===== config.mk =====
export PLATFORM = sky130hd
export DESIGN_NAME = pb_debounce_flat
export DESIGN_NICKNAME = d
export VERILOG_FILES = /design/src/rtl/pb_pkg.sv /design/src/rtl/pb_debounce_if.sv /design/src/rtl/pb_debounce_chan.sv /design/src/rtl/pb_debounce.sv /design/src/flat_wrapper.sv
export SDC_FILE = /design/constraint.sdc
export NUM_CORES = 1
export LEC_CHECK = 0
export BUFFER_PORTS_ARGS = -buffer_cell sky130_fd_sc_hd__buf_2
export CAP_MARGIN = 20
export CORE_ASPECT_RATIO = 0.9
export CORE_UTILIZATION = 64
export DETAILED_ROUTE_END_ITERATION = 16
export HOLD_SLACK_MARGIN = 0.06
export PLACE_DENSITY = 0.81
export SYNTH_ARGS = -nofsm -noshare
export SYNTH_HDL_FRONTEND = slang
export SYNTH_HIERARCHICAL = 1
export SYNTH_SLANG_ARGS = --single-unit

===== constraint.sdc =====
create_clock -name CLK -period 5.2 [get_ports CLK]
set_input_delay 0.26 -clock CLK [delete_from_list [all_inputs] [get_ports CLK]]
set_output_delay 0.26 -clock CLK [all_outputs]
set_load 0.03 [all_outputs]

===== src/rtl/pb_pkg.sv =====
// Shared types and default constants for the push-button debounce block.
package pb_pkg;

  typedef enum logic [1:0] {
    REL     = 2'd0,
    REL_CHK = 2'd1,
    PRS     = 2'd2,
    PRS_CHK = 2'd3
  } pb_state_e;

  localparam int unsigned DB_CYCLES_DEF   = 250000;
  localparam int unsigned LONG_CYCLES_DEF = 50000000;
  localparam int unsigned CNT_W_DEF       = 26;

endpackage


===== src/rtl/pb_debounce_if.sv =====
// Button bundle: raw active-low pins in, debounced level and event pulses out.
interface pb_debounce_if #(
  parameter int unsigned NUM_BTN = 2
);

  logic [NUM_BTN-1:0] PB_RAW;
  logic [NUM_BTN-1:0] PB_LVL;
  logic [NUM_BTN-1:0] PB_PRESS;
  logic [NUM_BTN-1:0] PB_RELEASE;
  logic [NUM_BTN-1:0] PB_LONG;

  modport master (
    output PB_RAW,
    input  PB_LVL,
    input  PB_PRESS,
    input  PB_RELEASE,
    input  PB_LONG
  );

  modport slave (
    input  PB_RAW,
    output PB_LVL,
    output PB_PRESS,
    output PB_RELEASE,
    output PB_LONG
  );

endinterface


===== src/rtl/pb_debounce_chan.sv =====
// One button channel: 2-flop synchronizer, debounce FSM, hold counter and
// registered level/press/release/long-press outputs.
module pb_debounce_chan
  import pb_pkg::*;
#(
  parameter int unsigned DB_CYCLES   = DB_CYCLES_DEF,
  parameter int unsigned LONG_CYCLES = LONG_CYCLES_DEF,
  parameter int unsigned CNT_W       = CNT_W_DEF
) (
  input  logic clk_i,
  input  logic rst_i,
  input  logic raw_i,
  output logic lvl_o,
  output logic press_o,
  output logic release_o,
  output logic long_o
);

  localparam logic [CNT_W-1:0] DB_LAST  = CNT_W'(DB_CYCLES - 1);
  localparam logic [CNT_W-1:0] LONG_MAX = CNT_W'(LONG_CYCLES);
  localparam logic [CNT_W-1:0] CNT_ONE  = CNT_W'(1);

  logic             sync1_q;
  logic             sync2_q;
  pb_state_e        state_q;
  logic [CNT_W-1:0] db_cnt_q;
  logic [CNT_W-1:0] hold_q;
  logic [CNT_W-1:0] hold_d;
  logic             in_prs;
  logic             lvl_q;
  logic             press_q;
  logic             release_q;
  logic             long_q;

  // Plain two-flop synchronizer, idles released (high).
  always_ff @(posedge clk_i or posedge rst_i) begin
    if (rst_i) begin
      sync1_q <= 1'b1;
      sync2_q <= 1'b1;
    end else begin
      sync1_q <= raw_i;
      sync2_q <= sync1_q;
    end
  end

  // Hold counter runs through bounces while pressed and saturates.
  always_comb begin
    in_prs = (state_q == PRS) || (state_q == PRS_CHK);
    hold_d = hold_q;
    if (in_prs && (hold_q != LONG_MAX)) begin
      hold_d = hold_q + CNT_ONE;
    end
  end

  always_ff @(posedge clk_i or posedge rst_i) begin
    if (rst_i) begin
      state_q   <= REL;
      db_cnt_q  <= '0;
      hold_q    <= '0;
      lvl_q     <= 1'b1;
      press_q   <= 1'b0;
      release_q <= 1'b0;
      long_q    <= 1'b0;
    end else begin
      press_q   <= 1'b0;
      release_q <= 1'b0;
      hold_q    <= hold_d;
      long_q    <= (hold_q != LONG_MAX) && (hold_d == LONG_MAX);
      case (state_q)
        REL: begin
          if (!sync2_q) begin
            state_q  <= REL_CHK;
            db_cnt_q <= CNT_ONE;
          end
        end
        REL_CHK: begin
          if (sync2_q) begin
            state_q  <= REL;
            db_cnt_q <= '0;
          end else if (db_cnt_q == DB_LAST) begin
            state_q  <= PRS;
            db_cnt_q <= '0;
            hold_q   <= '0;
            lvl_q    <= 1'b0;
            press_q  <= 1'b1;
          end else begin
            db_cnt_q <= db_cnt_q + CNT_ONE;
          end
        end
        PRS: begin
          if (sync2_q) begin
            state_q  <= PRS_CHK;
            db_cnt_q <= CNT_ONE;
          end
        end
        PRS_CHK: begin
          if (!sync2_q) begin
            state_q  <= PRS;
            db_cnt_q <= '0;
          end else if (db_cnt_q == DB_LAST) begin
            state_q   <= REL;
            db_cnt_q  <= '0;
            lvl_q     <= 1'b1;
            release_q <= 1'b1;
          end else begin
            db_cnt_q <= db_cnt_q + CNT_ONE;
          end
        end
        default: begin
          state_q  <= REL;
          db_cnt_q <= '0;
        end
      endcase
    end
  end

  assign lvl_o     = lvl_q;
  assign press_o   = press_q;
  assign release_o = release_q;
  assign long_o    = long_q;

endmodule


===== src/rtl/pb_debounce.sv =====
// Push-button conditioning: NUM_BTN independent debounce channels feeding
// the LED display controller.
module pb_debounce
  import pb_pkg::*;
#(
  parameter int unsigned NUM_BTN     = 2,
  parameter int unsigned DB_CYCLES   = DB_CYCLES_DEF,
  parameter int unsigned LONG_CYCLES = LONG_CYCLES_DEF,
  parameter int unsigned CNT_W       = CNT_W_DEF
) (
  input  logic          CLK,
  input  logic          RESET,
  pb_debounce_if.slave  pb
);

  logic [NUM_BTN-1:0] lvl_w;
  logic [NUM_BTN-1:0] press_w;
  logic [NUM_BTN-1:0] release_w;
  logic [NUM_BTN-1:0] long_w;

  for (genvar i = 0; i < NUM_BTN; i++) begin : g_chan
    pb_debounce_chan #(
      .DB_CYCLES   (DB_CYCLES),
      .LONG_CYCLES (LONG_CYCLES),
      .CNT_W       (CNT_W)
    ) u_chan (
      .clk_i     (CLK),
      .rst_i     (RESET),
      .raw_i     (pb.PB_RAW[i]),
      .lvl_o     (lvl_w[i]),
      .press_o   (press_w[i]),
      .release_o (release_w[i]),
      .long_o    (long_w[i])
    );
  end

  assign pb.PB_LVL     = lvl_w;
  assign pb.PB_PRESS   = press_w;
  assign pb.PB_RELEASE = release_w;
  assign pb.PB_LONG    = long_w;

endmodule


===== src/flat_wrapper.sv =====
// flat-port wrapper written by rule: the top's interface ports become plain ports
module pb_debounce_flat import pb_pkg::*;
#(
  parameter int unsigned NUM_BTN     = 2,
  parameter int unsigned DB_CYCLES   = DB_CYCLES_DEF,
  parameter int unsigned LONG_CYCLES = LONG_CYCLES_DEF,
  parameter int unsigned CNT_W       = CNT_W_DEF
)
  (CLK, RESET, pb_PB_RAW, pb_PB_LVL, pb_PB_PRESS, pb_PB_RELEASE, pb_PB_LONG);
  pb_debounce_if #(.NUM_BTN(NUM_BTN)) pb_i ();
  input  logic CLK;
  input  logic RESET;
  input wire logic [$bits(pb_i.PB_RAW)-1:0] pb_PB_RAW;
  output wire logic [$bits(pb_i.PB_LVL)-1:0] pb_PB_LVL;
  output wire logic [$bits(pb_i.PB_PRESS)-1:0] pb_PB_PRESS;
  output wire logic [$bits(pb_i.PB_RELEASE)-1:0] pb_PB_RELEASE;
  output wire logic [$bits(pb_i.PB_LONG)-1:0] pb_PB_LONG;
  assign pb_i.PB_RAW = pb_PB_RAW;
  assign pb_PB_LVL = pb_i.PB_LVL;
  assign pb_PB_PRESS = pb_i.PB_PRESS;
  assign pb_PB_RELEASE = pb_i.PB_RELEASE;
  assign pb_PB_LONG = pb_i.PB_LONG;
  pb_debounce #(.NUM_BTN(NUM_BTN), .DB_CYCLES(DB_CYCLES), .LONG_CYCLES(LONG_CYCLES), .CNT_W(CNT_W)) u_core (.CLK(CLK), .RESET(RESET), .pb(pb_i));
endmodule

==> impl_metrics.json, run 1 <==
{
  "outcome": "finished clean",
  "synth_area_leaders": "dfrtp_1 (41%), nor2_1 (5.3%), o21ai_0 (4.7%)",
  "syn_nets": 804,
  "drv_slew": 0,
  "finalSetupViolations": 0,
  "clkTransAtPathRegs_ns": 0.05,
  "rsz0062_at_grt": "false",
  "hpwl_um": 10400,
  "skew_ns": 0.00911,
  "fill_cells": 768,
  "clock_latency_ns": 0.41,
  "yosysWarningCount": 6,
  "grt-ovfl-total": 0,
  "synth_edf_count": 0,
  "ys_types": 72,
  "cellPowerDensity_nw_per_um2": 296,
  "async_reset_ff_share_pct": 100,
  "grt_pass1_wl_um": 27300,
  "numCtsBuffers": 17,
  "fp.dieArea_sq_um": 11300,
  "antenna_cells": 0,
  "gp_congestion": 0.913,
  "synth_seq_cells": 120,
  "antenna_found_initial": 0,
  "die-width_um": 112,
  "dp_slack_ns": 1.91,
  "setup_tns_ns": 0,
  "syn_inst": 794,
  "peakVddDrop_uv": 301,
  "cp.required_ns": 5.54,
  "synth-main-ff-cell": "dfrtp_1",
  "setup_ws_ns": 1.86,
  "post-route-drc-count": 0,
  "syn_area_per_cell_sq_um": 8.76,
  "tightestPinTransition_ns": 1.07,
  "cp_data_arrival_time_ns": 3.69,
  "synth_top_cell_by_area": "dfrtp_1",
  "cts_tree": "yes",
  "clock-sinks": 120,
  "drive_above_1_share_pct": 10.1,
  "firstDrtPassIters": 5,
  "synthToLayoutAreaGrowth_pct": 9.86,
  "crit_path_start_kind": "flip-flop",
  "critPathKind": "reg2reg",
  "relSlewSlack_pct": 28.0,
  "p_leak_uw": 0.00322,
  "start_util_pct": 66.7,
  "core-area_sq_um": 10400,
  "port-buffer-count": 11,
  "grtUsageTotal_pct": 30.5,
  "yosysMostFrequentCell": "dfrtp_1",
  "worst-path-max-fanout": 12,
  "cts_setup_buffers": 0,
  "maxCapViolations": 0,
  "period_share_pct": 64.3,
  "layout_min_cycle_time_ns": 3.34,
  "ant_nets": 0,
  "hp-class": "in2async",
  "routed_via_density": 6.44,
  "yosysSeqAreaShare_pct": 43.3,
  "htreeDepth": 4,
  "dr_total_vias": 6002,
  "clockBufferDepth": 2,
  "nNetsFinal": 800,
  "grt_start_max_net_pins": 61,
  "hold_ws_ns": 0.0578,
  "wl_um": 16100,
  "drt_iter0_markers": 456,
  "clock.fmax_mhz": 299,
  "io-pin-count": 12,
  "row_count": 35,
  "synth_commonest_cells": "dfrtp_1 (114), nor2_1 (98), nand2_1 (76)",
  "first_global_vias": 5587,
  "syn_area_sq_um": 6950,
  "fp.dieH_um": 101,
  "cts_root_buf": "clkbuf_16",
  "avgRoutedWirePerCell_um": 17.3,
  "hold_viol_final": 0,
  "synth_top_area_share_pct": 41.0,
  "end_kind": "flip-flop"
}
==> worst max-delay path: stages, from the launching register on <==
cell     delay (ns)
dfrtp_1        0.51
or4b_1         0.49
or4_4          0.51
o41ai_2        0.97
o21ai_0        0.21
o32ai_1        0.15
and4_1         0.25
and4_1         0.19
==> what timing repair did <==
| item | 4_1_cts | 5_1_grt |
|---|---|---|
| hold endpoints to repair | 2 | 0 |
| gates resized for setup | 0 | 0 |
| hold buffers | 2 | 0 |
==> through the flow <==
| step | instance area [sq um] | total power, uW | utilization, % | instances |
|---|---|---|---|---|
| final | 7640 | 2260 | 73.3 | 932 |
| after global routing | 7640 | 2330 | 73.3 | 932 |
| after detailed placement | 7030 | 1120 | 67.5 | 897 |
| after CTS | 7630 | 2280 | 73.2 | 931 |
| after global placement | 7030 | 1120 | 67.5 | 897 |
| after floorplan | 6950 | 1090 | - | 794 |
==> kinds of logic (layout without fill, tap and decap cells) <==
kind of cell | Yosys count | count (layout) | share of synthesized area, %
mux | 1 | 1 | 0.144
flops | 120 | 120 | 43.3
xor+xnor | 66 | 66 | 8.31
simple gates | 380 | 380 | 29.2
fa+ha+maj | 6 | 6 | 1.08
buf+inv | 62 | 71 | 3.78
compound gates | 159 | 159 | 14.2
==> flip-flops by register name, indices dropped and copies added (netlist names), named ones only <==
signal	count
u_core/g_chan.u_chan/press_o	2
u_core/g_chan.u_chan/release_o	2
u_core/g_chan.u_chan/lvl_o	2
u_core/g_chan.u_chan/sync1_q	2
u_core/g_chan.u_chan/db_cnt_q	52
u_core/g_chan.u_chan/hold_q	52
u_core/g_chan.u_chan/sync2_q	2
u_core/g_chan.u_chan/state_q	2
u_core/g_chan.u_chan/long_o	2
==> final timing paths <==
check / from / depth (start not counted) / end / slack [ns]
max in group asynchronous: RESET / 3 / u_core/g_chan[0].u_chan/hold_q[14] / 4.64
worst min-delay path: RESET / 3 / u_core/g_chan[0].u_chan/db_cnt_q[9] / 0.06
worst max-delay path: u_core/g_chan[0].u_chan/hold_q[7] / 7 / u_core/g_chan[0].u_chan/long_o / 1.86
worst max register to register: u_core/g_chan[0].u_chan/hold_q[7] / 7 / u_core/g_chan[0].u_chan/long_o / 1.86
worst min register to register: u_core/g_chan[0].u_chan/sync1_q / 0 / u_core/g_chan[0].u_chan/sync2_q / 0.36
min in group CLK: u_core/g_chan[0].u_chan/sync1_q / 0 / u_core/g_chan[0].u_chan/sync2_q / 0.36
==> where the power goes <==
| part | total, uW | leakage [uW] | internal, uW | switching, uW |
|---|---|---|---|---|
| clock network | 1150 | 0.000278 | 710 | 440 |
| registers | 971 | 0.00165 | 952 | 18.4 |
| logic | 139 | 0.00130 | 43.2 | 96.1 |
==> metal layers <==
layer	wire length, um	track usage [%]	vias up
met4	233	11.6	0
met5	0	0	-
met3	929	6.19	23
li1	-	-	2852
met2	7760	49.4	208
met1	7220	40.9	2919
==> final cells by class <==
class | instances | area (sq um) | area share [%]
Clock buffer | 19 | 433 | 5.67
Sequential cell | 120 | 3010 | 39.4
Timing Repair Buffer | 21 | 135 | 1.77
Inverter | 18 | 67.6 | 0.884
Multi-Input combinational cell | 612 | 3690 | 48.2
Clock inverter | 13 | 146 | 1.92
Tap cell | 129 | 161 | 2.11
==> layout by cell type, fill, tap and decap left out, types with 25 or more instances in the layout <==
master,instances
dfrtp_1,114
o21ai_0,66
nand3_1,34
nand4_1,35
xnor2_1,34
xor2_1,32
nand2_1,76
and3_1,25
nor2_1,98
(Power assumes the default switching activity.)
==> run 2: changes to the inputs <==
Settings changed: CORE_UTILIZATION 64 to 57, PLACE_DENSITY 0.81 to 0.76.
Clock period 5.2 ns to 2.7 ns, I/O delays scaled along.
==> run 2 against run 1 <==
Via count rose by 2.8%. Hold slack improved by 0.30 ns. Critical endpoint unchanged. Critical path type unchanged. Sequential power rose by 93%.
==> impl_metrics.json, run 2 (synthesis results as in run 1) <==
{
  "outcome": "finished clean",
  "clkPwrFrac_pct": 50.1,
  "period_share_pct": 95.0,
  "final_cell_mix": "dfrtp_1 (114), nor2_1 (98), nand2_1 (76)",
  "peakVddDrop_uv": 434,
  "skew_ns": 0.00841,
  "p_sw_uw": 1020,
  "cts_root_buf": "clkbuf_16",
  "post-route-drc-count": 0,
  "end_kind": "flip-flop",
  "dp_slack_ns": 0.0279,
  "fp.dieArea_sq_um": 12600,
  "cp-startpoint": "u_core/g_chan[0].u_chan/hold_q[5]",
  "drv_slew": 0,
  "die-width_um": 118,
  "numCtsBuffers": 17,
  "grt_start_max_net_pins": 42,
  "routed_via_density": 6.19,
  "top_regs": "u_core/g_chan.u_chan/db_cnt_q x52, u_core/g_chan.u_chan/hold_q x52",
  "power.total_uw": 4320,
  "finalSetupViolations": 0,
  "setup_ws_ns": 0.134,
  "grtUsageTotal_pct": 27.7,
  "cts_tree": "yes",
  "switching_share_pct": 23.6,
  "power_frac_comb_pct": 6.6,
  "io-pin-count": 12,
  "synthToLayoutAreaGrowth_pct": 14.5,
  "cellPowerDensity_nw_per_um2": 542,
  "clock-sinks": 120,
  "setup_tns_ns": 0,
  "dr_total_vias": 6173,
  "clkTransAtPathRegs_ns": 0.05,
  "wl_um": 16300,
  "crit-reg2reg-launch": "u_core/g_chan[0].u_chan/hold_q[5]",
  "cp.required_ns": 3.05,
  "internal_power_uw": 3300,
  "grt_pass1_wl_um": 28000,
  "fill_cells": 942,
  "drive_above_1_share_pct": 14.1,
  "clock.fmax_mhz": 390,
  "htreeDepth": 4,
  "p_leak_uw": 0.00340,
  "nNetsFinal": 838,
  "core-area_sq_um": 11700,
  "crit_path_start_kind": "flip-flop",
  "worst_r2r_endpoint": "u_core/g_chan[0].u_chan/long_o",
  "cp_data_arrival_time_ns": 2.92,
  "ant_nets": 0,
  "tightestPinTransition_ns": 0.834,
  "first_global_vias": 5941,
  "fp.dieH_um": 107,
  "clockBufferDepth": 2,
  "final_core_util_pct": 68.3,
  "start_util_pct": 59.6,
  "hold_viol_final": 0,
  "cp-endpoint": "u_core/g_chan[0].u_chan/long_o",
  "grt-ovfl-total": 0,
  "antenna_found_initial": 0,
  "hold_ws_ns": 0.360,
  "avgRoutedWirePerCell_um": 16.3,
  "hpwl_um": 11000,
  "row_count": 37,
  "worst-path-max-fanout": 4,
  "antenna_cells": 0,
  "relSlewSlack_pct": 44.3,
  "r2r_cells": 7,
  "gp_congestion": 0.977,
  "drt_iter0_markers": 495,
  "critPathKind": "reg2reg",
  "rsz0062_at_grt": "false",
  "maxCapViolations": 0,
  "firstDrtPassIters": 7,
  "r2r_setup_slack_ns": 0.13,
  "port-buffer-count": 11,
  "seq_power_share_pct": 43.4,
  "final_common_cell": "dfrtp_1",
  "layout_min_cycle_time_ns": 2.57,
  "min_path_cells": 2,
  "clock_latency_ns": 0.42,
  "hp-class": "in2reg"
}
-- run 2: routing by layer --
| metal | routed length (um) | track usage [%] |
|---|---|---|
| met5 | 0 | 0 |
| met4 | 276 | 10.6 |
| met3 | 975 | 6.54 |
| met2 | 7660 | 43.4 |
| met1 | 7370 | 37.6 |
-- run 2: worst max-delay path, stage by stage (launching register included) --
cell and delay [ns]:
dfrtp_1 0.38, or4b_1 0.53, or4_4 0.51, o41a_1 0.40, nand4_2 0.13, xor2_1 0.19, and4_1 0.19, and4_1 0.18
-- run 2: final cells by class --
class	instances	area, sq um	share of cell area (%)
inverter	18	67.6	0.849
multi-input combinational	612	3710	46.5
clock inverter	9	103	1.29
timing repair buffer	59	423	5.31
tap	156	195	2.45
clock buffer	23	458	5.75
sequential	120	3010	37.8
-- run 2: how the worst min path moves through the flow --
| stage | endpoint | slack (ns) | startpoint |
|---|---|---|---|
| after floorplan | u_core/g_chan[0].u_chan/sync1_q | 0.14 | pb_PB_RAW[0] |
| after global placement | u_core/g_chan[0].u_chan/sync1_q | 0.24 | pb_PB_RAW[0] |
| after detailed placement | u_core/g_chan[0].u_chan/sync1_q | 0.24 | pb_PB_RAW[0] |
| after CTS | u_core/g_chan[0].u_chan/sync1_q | 0.34 | pb_PB_RAW[0] |
| after global routing | u_core/g_chan[1].u_chan/sync1_q | 0.36 | pb_PB_RAW[1] |
| final | u_core/g_chan[0].u_chan/sync1_q | 0.36 | pb_PB_RAW[0] |
-- run 2: stage by stage --
| stage | instances | instance area (sq um) |
|---|---|---|
| 3_3_place_gp | 959 | 7340 |
| 6_report | 997 | 7960 |
| 2_1_floorplan | 794 | 6960 |
| 4_1_cts | 994 | 7930 |
| 3_5_place_dp | 959 | 7340 |
| 5_1_grt | 997 | 7960 |
-- run 2: power groups by stage --
stage | registers (uW) | clock network (uW) | logic [uW]
detailed placement | 1900 | 0 | 281
CTS | 1870 | 2200 | 286
global placement | 1900 | 0 | 262
floorplan | 1890 | 0 | 208
finish | 1870 | 2160 | 284
global route | 1880 | 2270 | 327
-- run 2: timing repair --
action / 4_1_cts / 5_1_grt
hold buffers: 3 / 0
buffers inserted: 0 / 3
hold endpoints to repair: 69 / 0
endpoints found under the setup margin: 0 / 2
resized for setup: 0 / 3
==> run 3: changes to the inputs <==
Settings changed: CORE_UTILIZATION 57 to 30, PLACE_DENSITY 0.76 to default.
==> run 3 against run 2 <==
Wire length rose by 1.5%. Core utilization decreased by 31 points. Design area up 4.6%. Critical endpoint unchanged. Sequential cell count unchanged. Total power rose by 6.0%. Sequential share of layout area fell by 1.7 points. Critical path depth stayed put. Sequential power about the same. Via count is 3.4% lower.
==> impl_metrics.json, run 3 (synthesis results as in run 1) <==
{
  "outcome": "finished clean",
  "numCtsBuffers": 17,
  "period_share_pct": 96.2,
  "post-route-drc-count": 0,
  "seq_power_share_pct": 40.9,
  "cts_tree": "yes",
  "start_util_pct": 30.7,
  "grt_start_max_net_pins": 32,
  "avgRoutedWirePerCell_um": 14.3,
  "clkTransAtPathRegs_ns": 0.06,
  "crit-reg2reg-launch": "u_core/g_chan[0].u_chan/hold_q[5]",
  "die-width_um": 162,
  "r2r_setup_slack_ns": 0.10,
  "worst-path-max-fanout": 4,
  "clock-sinks": 120,
  "drt_iter0_markers": 393,
  "firstDrtPassIters": 5,
  "first_global_vias": 5534,
  "grt_pass1_wl_um": 27800,
  "fp.dieArea_sq_um": 23800,
  "clkPwrFrac_pct": 53.0,
  "fp.dieH_um": 146,
  "use_met3_pct": 2.98,
  "hold_viol_final": 0,
  "hpwl_um": 11400,
  "internal_power_uw": 3520,
  "row_count": 52,
  "antenna_cells": 0,
  "clockBufferDepth": 2,
  "wl_um": 16500,
  "cp-endpoint": "u_core/g_chan[0].u_chan/long_o",
  "nNetsFinal": 853,
  "port-buffer-count": 11,
  "gp_congestion": 0.882,
  "cp.required_ns": 3.05,
  "drv_slew": 0,
  "skew_ns": 0.00857,
  "core-area_sq_um": 22600,
  "cp_data_arrival_time_ns": 2.95,
  "ant_nets": 0,
  "io-pin-count": 12,
  "setup_tns_ns": 0,
  "tightestPinTransition_ns": 0.751,
  "crit_path_start_kind": "flip-flop",
  "dr_total_vias": 5961,
  "hp-class": "in2async",
  "power_frac_comb_pct": 6.2,
  "final_cell_mix": "dfrtp_1 (114), nor2_1 (98), nand2_1 (76)",
  "clock.fmax_mhz": 385,
  "routed_via_density": 5.17,
  "p_sw_uw": 1050,
  "top_regs": "u_core/g_chan.u_chan/db_cnt_q x52, u_core/g_chan.u_chan/hold_q x52",
  "antenna_found_initial": 0,
  "cp-startpoint": "u_core/g_chan[0].u_chan/hold_q[5]",
  "cellPowerDensity_nw_per_um2": 549,
  "grt-ovfl-total": 0,
  "synthToLayoutAreaGrowth_pct": 19.8,
  "power.total_uw": 4580,
  "end_kind": "flip-flop",
  "use_met1_pct": 21.4,
  "finalSetupViolations": 0,
  "grtUsageTotal_pct": 14.6,
  "p_leak_uw": 0.00351,
  "relSlewSlack_pct": 50.0,
  "maxCapViolations": 0,
  "switching_share_pct": 23.0,
  "final_common_cell": "dfrtp_1",
  "peakVddDrop_uv": 279,
  "drive_above_1_share_pct": 15.8,
  "cts_root_buf": "clkbuf_16",
  "use_met2_pct": 21.0,
  "htreeDepth": 4,
  "r2r_cells": 7,
  "clock_latency_ns": 0.42,
  "rsz0062_at_grt": "false",
  "worst_r2r_endpoint": "u_core/g_chan[0].u_chan/long_o",
  "grt-busiest-layer": "met1",
  "layout_min_cycle_time_ns": 2.60,
  "critPathKind": "reg2reg"
}
-- run 3: cell count changes in the layout (fill, tap and decap cells not counted), sizes merged --
cell	change
buf	+15
bufinv	+2
clkbuf	-2
clkinv	-1
inv	+1
-- run 3: how the worst min path moves through the flow --
stage | cells after the start | to | slack (ns) | start
2_1_floorplan | 0 | u_core/g_chan[0].u_chan/sync1_q | 0.14 | pb_PB_RAW[0]
3_3_place_gp | 2 | u_core/g_chan[1].u_chan/hold_q[1] | 0.16 | RESET
3_5_place_dp | 2 | u_core/g_chan[1].u_chan/hold_q[1] | 0.16 | RESET
4_1_cts | 3 | u_core/g_chan[1].u_chan/hold_q[1] | 0.26 | RESET
5_1_grt | 3 | u_core/g_chan[1].u_chan/hold_q[1] | 0.30 | RESET
6_report | 3 | u_core/g_chan[1].u_chan/hold_q[1] | 0.26 | RESET
-- run 3: area by class of cell --
cell class / instances / area [sq um]
clock buffer: 21 / 460
inverter: 18 / 67.6
tap: 297 / 372
sequential: 120 / 3010
timing repair buffer: 74 / 539
multi-input combinational: 612 / 3710
clock inverter: 11 / 170
fill: 2288 / 14300
-- run 3: repair_timing --
action / 4_1_cts / 5_1_grt
setup buffers: 2 / 3
pin swaps: 0 / 3
gates resized for setup: 0 / 3
endpoints found under the setup margin: 1 / 2
hold endpoints to repair: 42 / 0
hold buffers: 3 / 0
gates cloned: 0 / 0
-- run 3: critical path: stages, from the launching register on --
cell     delay, ns
dfrtp_1       0.37
or4b_1        0.53
or4_4         0.53
o41a_1        0.41
nand4_2       0.15
xor2_2        0.16
and4_1        0.20
and4_1        0.20
-- run 3: per-layer routing --
layer,vias to the layer above,wire length [um]
met5,-,0
met4,0,187
met3,13,689
met2,115,7010
met1,2870,8650
li1,2963,-
-- run 3: metrics by stage --
stage          utilization (%)  std cells  cell area, sq um  setup slack, ns  hold slack (ns)
2_1_floorplan                -        794              6960           0.0490            0.139
3_3_place_gp              33.6       1113              7610           0.0549            0.161
3_5_place_dp              33.6       1113              7610        -0.000334            0.163
4_1_cts                   36.6       1150              8290           0.0166            0.264
5_1_grt                   36.8       1153              8330          0.00257            0.296
6_report                  36.8       1153              8330            0.102            0.259
-- run 3: power by group through the flow --
| stage | combinational [uW] | sequential, uW | clock (uW) |
|---|---|---|---|
| floorplan | 208 | 1890 | 0 |
| global placement | 277 | 1900 | 0 |
| detailed placement | 283 | 1900 | 0 |
| CTS | 289 | 1870 | 2480 |
| global route | 324 | 1870 | 2560 |
| finish | 283 | 1870 | 2420 |
